===== src/rtl/mux_scan_sel.sv =====
`default_nettype none
// ============================================================================
// Module   : mux_scan_sel
// Purpose  : N-channel, DW-bit registered multiplexer with two selection
//            modes and a valid/ready output handshake.
//              * manual mode : the sample comes from the channel on s
//              * scan mode   : a round-robin pointer over the channels enabled
//                              in ch_mask picks the sample, staying on each
//                              channel for DWELL accepted samples
//            Every sample is tagged with the index of its source channel.
// Revision : 1.0 - initial release
// ----------------------------------------------------------------------------
// Ports:
//   clk      in   1          system clock, rising edge
//   rst_n    in   1          synchronous active-low reset
//   i        in   N_CH*DW    packed channel inputs, channel k = i[k*DW +: DW]
//   s        in   SEL_W      manual channel select
//   mode     in   1          0 = manual, 1 = auto-scan
//   en       in   1          capture enable
//   ch_mask  in   N_CH       scan-mode channel enable (bit k includes chan k)
//   y        out  DW         registered selected sample
//   y_ch     out  SEL_W      channel index of the sample on y
//   y_valid  out  1          y / y_ch hold a sample not yet accepted
//   y_ready  in   1          downstream accepts when y_valid && y_ready
//   err      out  1          one-cycle pulse: manual s >= N_CH, or scan with
//                            an all-zero ch_mask
// ============================================================================
module mux_scan_sel #(
    parameter  int N_CH  = 8,
    parameter  int DW    = 1,
    parameter  int DWELL = 1,
    localparam int SEL_W = $clog2(N_CH)
) (
    input  logic                 clk,
    input  logic                 rst_n,
    input  logic [N_CH*DW-1:0]   i,
    input  logic [SEL_W-1:0]     s,
    input  logic                 mode,
    input  logic                 en,
    input  logic [N_CH-1:0]      ch_mask,
    output logic [DW-1:0]        y,
    output logic [SEL_W-1:0]     y_ch,
    output logic                 y_valid,
    input  logic                 y_ready,
    output logic                 err
);

    // Dwell counter only has to reach DWELL-1.
    localparam int CNT_W = (DWELL > 1) ? $clog2(DWELL) : 1;

    // One extra bit so the range check of s is meaningful even when N_CH is
    // a power of two.
    localparam logic [SEL_W:0]   c_n_ch       = (SEL_W+1)'(N_CH);
    localparam logic [CNT_W-1:0] c_dwell_last = CNT_W'(DWELL - 1);

    // ------------------------------------------------------------------------
    // Registered state
    // ------------------------------------------------------------------------
    logic [DW-1:0]    r_y;
    logic [SEL_W-1:0] r_y_ch;
    logic             r_y_valid;
    logic             r_err;
    logic [SEL_W-1:0] r_ptr;
    logic [CNT_W-1:0] r_cnt;
    logic             r_mode_d;        // mode delayed one clock, for edge detect
    logic             r_restart_pend;  // scan entry seen, not yet consumed by a capture

    // ------------------------------------------------------------------------
    // Channel search helpers
    // ------------------------------------------------------------------------
    // Next enabled channel strictly above p, wrapping modulo N_CH. If p is the
    // only enabled channel the search wraps all the way back to p itself.
    function automatic logic [SEL_W-1:0] f_next_en(
        input logic [SEL_W-1:0] p,
        input logic [N_CH-1:0]  m
    );
        logic [SEL_W-1:0] r;
        logic             found;
        int               idx;
        r     = p;
        found = 1'b0;
        for (int k = 1; k <= N_CH; k++) begin
            idx = int'(p) + k;
            if (idx >= N_CH) begin
                idx = idx - N_CH;
            end
            if (!found && m[idx]) begin
                r     = SEL_W'(idx);
                found = 1'b1;
            end
        end
        return r;
    endfunction

    // Lowest enabled channel (0 when none is enabled; caller guards that case).
    function automatic logic [SEL_W-1:0] f_first_en(input logic [N_CH-1:0] m);
        logic [SEL_W-1:0] r;
        r = '0;
        for (int k = N_CH - 1; k >= 0; k--) begin
            if (m[k]) begin
                r = SEL_W'(k);
            end
        end
        return r;
    endfunction

    // ------------------------------------------------------------------------
    // Channel unpacking and selection
    // ------------------------------------------------------------------------
    logic [DW-1:0] w_ch [N_CH];

    generate
        for (genvar g = 0; g < N_CH; g++) begin : g_unpack
            assign w_ch[g] = i[g*DW +: DW];
        end
    endgenerate

    logic             w_cap;
    logic             w_restart;
    logic             w_mask_any;
    logic             w_s_ok;
    logic             w_ptr_en;
    logic             w_jump;
    logic [SEL_W-1:0] w_base;
    logic [SEL_W-1:0] w_sel;
    logic [CNT_W-1:0] w_cnt_eff;
    logic             w_dwell_end;
    logic [DW-1:0]    w_data;

    // A new sample is loaded whenever the output slot is free or being
    // emptied in this same edge.
    assign w_cap      = en && (!r_y_valid || y_ready);

    // Scan entry: the rising edge of mode is folded in combinationally so a
    // capture in the very cycle mode rises already starts from the lowest
    // enabled channel; otherwise the pending flag carries it to the next cap.
    assign w_restart  = r_restart_pend || (mode && !r_mode_d);

    assign w_mask_any = |ch_mask;
    assign w_s_ok     = ({1'b0, s} < c_n_ch);
    assign w_ptr_en   = ch_mask[r_ptr];

    // Channel to sample in scan mode. Leaving the current pointer (restart or
    // its mask bit got cleared) starts a fresh dwell on the new channel.
    assign w_jump     = w_restart || !w_ptr_en;
    assign w_base     = w_restart ? f_first_en(ch_mask)
                      : (w_ptr_en ? r_ptr : f_next_en(r_ptr, ch_mask));
    assign w_cnt_eff  = w_jump ? '0 : r_cnt;
    assign w_dwell_end = (w_cnt_eff == c_dwell_last);

    assign w_sel      = mode ? w_base : s;

    always_comb begin
        w_data = '0;
        for (int k = 0; k < N_CH; k++) begin
            if (w_sel == SEL_W'(k)) begin
                w_data = w_ch[k];
            end
        end
    end

    // ------------------------------------------------------------------------
    // Output, pointer and dwell registers
    // ------------------------------------------------------------------------
    always_ff @(posedge clk) begin
        if (!rst_n) begin
            r_y            <= '0;
            r_y_ch         <= '0;
            r_y_valid      <= 1'b0;
            r_err          <= 1'b0;
            r_ptr          <= '0;
            r_cnt          <= '0;
            r_mode_d       <= 1'b0;
            r_restart_pend <= 1'b0;
        end else begin
            r_mode_d       <= mode;
            r_err          <= 1'b0;
            r_restart_pend <= w_restart;

            if (w_cap) begin
                if (!mode) begin
                    if (w_s_ok) begin
                        r_y       <= w_data;
                        r_y_ch    <= s;
                        r_y_valid <= 1'b1;
                    end else begin
                        // Invalid select: drop the slot, keep the old data.
                        r_y_valid <= 1'b0;
                        r_err     <= 1'b1;
                    end
                end else if (w_mask_any) begin
                    r_y            <= w_data;
                    r_y_ch         <= w_base;
                    r_y_valid      <= 1'b1;
                    r_restart_pend <= 1'b0;
                    if (w_dwell_end) begin
                        r_ptr <= f_next_en(w_base, ch_mask);
                        r_cnt <= '0;
                    end else begin
                        r_ptr <= w_base;
                        r_cnt <= w_cnt_eff + CNT_W'(1);
                    end
                end else begin
                    // Nothing to scan: pointer and dwell hold.
                    r_y_valid <= 1'b0;
                    r_err     <= 1'b1;
                end
            end else if (r_y_valid && y_ready) begin
                // Accepted with no replacement: data stays, slot empties.
                r_y_valid <= 1'b0;
            end
        end
    end

    assign y       = r_y;
    assign y_ch    = r_y_ch;
    assign y_valid = r_y_valid;
    assign err     = r_err;

endmodule
`default_nettype wire


===== config.mk =====
export PLATFORM = sky130hd
export DESIGN_NAME = mux_scan_sel
export DESIGN_NICKNAME = d
export VERILOG_FILES = /design/src/rtl/mux_scan_sel.sv
export SDC_FILE = /design/constraint.sdc
export NUM_CORES = 1
export LEC_CHECK = 0
export ABC_AREA = 1
export ABC_CLOCK_PERIOD_IN_PS = 10900
export CAP_MARGIN = 20
export CELL_PAD_IN_SITES_DETAIL_PLACEMENT = 0
export CELL_PAD_IN_SITES_GLOBAL_PLACEMENT = 1
export CORE_MARGIN = 2
export CORE_UTILIZATION = 25
export CTS_BUF_LIST = sky130_fd_sc_hd__clkbuf_8
export DETAILED_ROUTE_END_ITERATION = 8
export PLACE_DENSITY = 0.55
export SLEW_MARGIN = 10
export SYNTH_ARGS = -nofsm -noshare
export SYNTH_HDL_FRONTEND = slang
export SYNTH_SLANG_ARGS = --single-unit
export TNS_END_PERCENT = 20

===== constraint.sdc =====
create_clock -name clk -period 10.9 [get_ports clk]
set_clock_uncertainty 0.2 [all_clocks]
set_input_delay 1.635 -clock clk [delete_from_list [all_inputs] [get_ports clk]]
set_output_delay 1.635 -clock clk [all_outputs]
set_load 0.01 [all_outputs]

== Word level (Yosys, flattened, before mapping) ==
Cells that the tools add are included.
Storage, ports and cells
  bits of input ports: 24
  register bits: 12
  output and inout bits: 6
  logic and storage cells: 330
Cells by class
  magnitude comparators: 33
  reduce and logical (&&, ||, !) cells: 43
  equal/unequal tests: 8
  multiplexer cells: 205
  $add $sub $neg: 33
Operator list (number)
  2-to-1 mux 32 bit: 56
  less-than comparator 32 x 5 -> 1 bit (second input constant): 16
  2-to-1 mux 1 bit: 102
  2-to-1 mux 3 bit: 30
  subtractor 4 x 4 -> 5 bit (second input constant): 14
  >= comparator 4 bit (second input constant): 14
  binary-select mux 1 bit (select 3 bit): 17
  adder 3 x 3 -> 4 bit (second input constant): 8
  logical AND 1 bit: 17
  zero test 1 bit: 17
  adder 3 x 2 -> 4 bit (second input constant): 4
  equality test 3 bit (second input constant): 4
  subtractor 5 x 4 -> 6 bit (second input constant): 2
  adder 3 x 4 -> 5 bit (second input constant): 2
  >= comparator 5 x 4 -> 1 bit (second input constant): 2
  adder 3 x 1 -> 4 bit (second input constant): 2
  OR reduction 8 bit: 1
  equality test 3 x 2 -> 1 bit (second input constant): 2
  AND reduction 3 bit: 2
  less-than comparator 3 x 4 -> 1 bit (second input constant): 1
  equality test 3 x 1 -> 1 bit (second input constant): 1
  zero test 3 bit: 1
  logical OR 1 bit: 3
  inequality test 2 x 1 -> 1 bit (second input constant): 1
  3 further kinds: 3

== Depth between registers and ports, before layout ==
  depth in word-level cells: 99
  depth in mapped cells: 35
  depth with buffers taken out: 34

== Worst setup path after synthesis ==
No wires, ideal clock.
  kind: input to register
  start: input port ch_mask[0]
  end: register r_ptr[0]
  setup time: 0.109 ns
  path buffers: 1
  required time: 10.591 ns
  setup slack: 6.240 ns
  data arrival time: 4.351 ns
  stages on the path: 30
  cell sequence: nand2_1 nand3_1 nand3_2 nand2_4 nor2_8 nand4_2 nor2_2 nand2_1 nand2_1 inv_1 nand2_1 nand2_2 nand2_1 nand2_2 buf_6 ha_1 inv_1 nand3_1 nand2_1 nand2_1 nand2_2 nand2_4 nor2_8 nand4_4 nor2_4 inv_1 nand2_1 nand3_1 nand2_1 inv_1
Between the ends
  cells in the longest elaborated chain, start to end: 96
  elaborated cells between the ends (all ways): 224
  those cells by class: add/sub: 16; order compare: 8; mux: 168; reduce/logical: 32
Ends and longest elaborated chain
  start: declaration: line 40  | input logic [N_CH-1:0] ch_mask,
  binary-select mux 1 bit (select 3 bit): line 87  | if (!found && m[idx]) begin
  2-to-1 mux 1 bit (not written as such) (2 in series): line 87
  2-to-1 mux 1 bit: line 87
  zero test 1 bit: line 87
  logical AND 1 bit: line 87
  2-to-1 mux 1 bit: line 87
  zero test 1 bit: line 87
  logical AND 1 bit: line 87
  [79 not listed]
  2-to-1 mux 1 bit: line 191  | end else if (w_mask_any) begin
  2-to-1 mux 1 bit: line 181  | if (!mode) begin
  2-to-1 mux 1 bit: line 180  | if (w_cap) begin
  2-to-1 mux 1 bit: line 166  | if (!rst_n) begin
  zero test 1 bit: line 87
  logical AND 1 bit: line 87
  2-to-1 mux 3 bit: line 87
  2-to-1 mux 3 bit: line 196  | if (w_dwell_end) begin
  end signal: assignment: line 197  | r_ptr <= f_next_en(w_base, ch_mask);
  end signal: assignment: line 200  | r_ptr <= w_base;
  end: declaration: line 63  | logic [SEL_W-1:0] r_ptr;
Several ways; a longest one is shown, not always the timed one. The select of a mux whose other input is x is not followed.
A chain may end at the register's enable or synchronous reset.

== Final worst setup path ==
  start: input port ch_mask[2]
  end: register r_ptr[0]
Same word-level chain as after synthesis.

==> metrics.txt <==
status finished clean; Reg2Reg Depth 30; largest net degree at the start of global routing 17; Clock Path Buffers 2; WL/cell 13.4 um; chip width 105 um; Die ar. 0.0111 mm^2; Sw Ratio 63.4%; Worst-path clk slew 0.05 ns; RR Startpoint r_ptr[0]; P_leak 0.00153 uW; setup slack after layout 5.23 ns; # rows 37; Seq pwr share 8.0%; CTS root buf clkbuf_8; Critical Path Most Common Cell nand2_1; Worst-Margin Slew 0.619 ns; RSZ-0062 raised after global routing no; maximum VDD drop 0.0643 mV; Setup crit start kind input pin; hpwl dp 6900 um; power per cell area 227 mW/mm^2; delay-heaviest family, CP simple AND/OR/NAND/NOR gates; DRT Pass-1 Iters 8; total gr overflow 0; Cells on Worst Hold Path 2; beginning of the critical path ch_mask[2]; reg2reg end r_ptr[0]; Crit path required time 10.83 ns; total clock sinks 11; setup violators final 0; async set-reset flop share out of synthesis 0%; Core ar. 0.0101 mm^2; Mapped Area 0.00257 mm^2; global-route wire length before repair 14000 um; Setup CP Type in -> reg; n_diodes 0; Multi-input gate area 0.00203 mm^2; Hold Violations, Final 0; layout cells sized above 1 16.0%; Worst slew margin 58.3%; worst slack at placement 4.97 ns; H-Tree Depth 1; crit share post-route 52.0%; post_cts resized 0; hold_ws 0.297 ns; initial DRC count 218; Yosys warning count 0; # Max-Cap Violations 0; Hold Path Origin y_valid; initial antenna violation count 0; FF+latch area 220 um^2; WHS Endpoint y_valid; FMAX 0.176 GHz; Die H 105 um; Clock Latency Late Sink 0.23 ns; Mapped Cells 463; nets@finish 514; Min Clock Period, post-route 5.67 ns; HP Class reg -> reg; number of flops mapped to enable cells by yosys 0; Critical Path AT 5.60 ns; Pint 247 uW; number of fill cells 1181; DRC Markers 0; total negative slack 0 ns; hold_buf cts 0; worst-path fanout max 14; final wirelength 8320 um; area grow syn2layout 16.0%; vias in the first global route 2813; global-route usage over all layers 15.3%; WP buf/inv 4; Via density 4.69; register bit total from synthesis 11; Port Buffers 29; Net Sw Power 428 uW; Final Max Slew Viols 0; Mapped Nets 490; initial core utilization 25.3%; GP Congestion 0.849; Synth Flop Type dfxtp_1; ANT nets after route 0; reg2reg setup slack 5.73 ns; Worst setup EP type flip-flop; total number of vias 2916; CTS tree done; Gate power share 86.3%; syn avg cell area 5.55 um^2; Unique masters post-synth 36; Tot Pwr 675 uW; Critical Path Max Stage Delay 0.58 ns; Worst path slowest cell clkdlybuf4s50_1; clock power share 5.7%; IO Pins 30; Num CTS Buffers 3; post-synthesis sequential area ratio 8.57%; setup bufs post-CTS 0
==> Yosys cell counts (2+ instances only) <==
cell	instances	area, um^2
inv_2	13	48.8
dfxtp_1	11	220
nand4_2	3	37.5
nand3_1	74	370
nand2_4	4	45.0
nand3_2	16	160
nor3_1	2	10.0
nor2_8	2	40.0
o211ai_1	3	22.5
o21ai_1	6	30.0
nor2_1	24	90.1
nand4_1	8	50.1
inv_1	47	176
nand3b_1	2	15.0
buf_6	7	78.8
clkbuf_1	2	7.51
nor2_4	4	45.0
mux2i_1	2	20.0
nor2_2	2	12.5
a21oi_1	7	35.0
nand2_1	174	653
ha_1	3	37.5
o21ai_0	11	55.1
nand2_2	24	150
==> power groups by stage <==
stage	clock (uW)	combinational (uW)	sequential [uW]
detailed placement	0	585	55.0
CTS	41.4	586	54.3
global placement	0	593	55.0
global route	42.9	661	55.4
finish	38.8	582	54.1
floorplan	0	472	48.8
==> registers in the layout, summed over array words and instances (netlist names) <==
name            flops
err                 1
r_restart_pend      1
y_ch                3
r_ptr               3
r_mode_d            1
y_valid             1
y                   1
==> worst max-delay path by stage <==
stage / end / slack, ns / cells past startpoint
finish: r_ptr[0] / 5.23 / 29
global route: r_ptr[0] / 4.77 / 29
CTS: r_ptr[0] / 5.22 / 27
detailed placement: r_ptr[0] / 4.97 / 27
global placement: r_ptr[0] / 4.93 / 27
floorplan: r_ptr[0] / 6.24 / 30
==> through the flow <==
step	util [%]	area [um^2]	instances
final	29.4	2980	622
after global routing	29.4	2980	622
after CTS	29.4	2980	622
after detailed placement	29.0	2940	618
after global placement	29.0	2940	618
after floorplan	-	2570	463
==> metal layers <==
metal | up-vias | GRT usage (%) | share of wire [%]
li1 | 1534 | - | -
met1 | 1289 | 22.0 | 49
met2 | 87 | 25.7 | 46
met3 | 6 | 0.866 | 4.3
met4 | 0 | 2.00 | 0.65
met5 | - | 0 | 0
==> final cells by class <==
cell class                      count  share of cell area [%]
Clock buffer                        3                    1.39
Clock inverter                      1                   0.126
Inverter                           61                    7.68
Multi-Input combinational cell    381                    68.0
Sequential cell                    11                    7.39
Tap cell                          136                    5.71
Timing Repair Buffer               29                    9.74
==> cell usage in the layout (no fill, tap or decap), types with 2 or more instances in the layout <==
cell             synthesis  layout
inv_1                   47      48
nand2_4                  4       4
nand4_2                  3       3
nand3b_1                 2       2
nand3_2                 16      16
nand2_1                174     174
nor3_1                   2       2
inv_2                   13      13
mux2i_1                  2       2
nand4_1                  8       8
dfxtp_1                 11      11
o21ai_0                 11      11
nor2_8                   2       2
o21ai_1                  6       6
nor2_2                   2       2
clkdlybuf4s50_1          0      29
a21oi_1                  7       7
o211ai_1                 3       3
nor2_4                   4       4
nor2_1                  24      24
clkbuf_8                 0       3
nand2_2                 24      24
ha_1                     3       3
nand3_1                 74      74
==> cells by family after synthesis <==
group,Yosys count,synth area share (%)
flops,11,8.57
buf+inv,71,12.6
xor+xnor,3,2.05
simple gates,342,67.1
compound gates,31,7.45
mux,2,0.779
fa+ha+maj,3,1.46
==> worst reg2reg max path, delay by kind of cell, from the launching register on <==
kind | cells | cell delay (ns)
flops | 1 | 0.68
buf+inv | 5 | 0.71
fa+ha+maj | 2 | 0.88
compound gates | 2 | 0.18
simple gates | 21 | 2.45
Note: power is estimated with default switching activity, not from simulation.
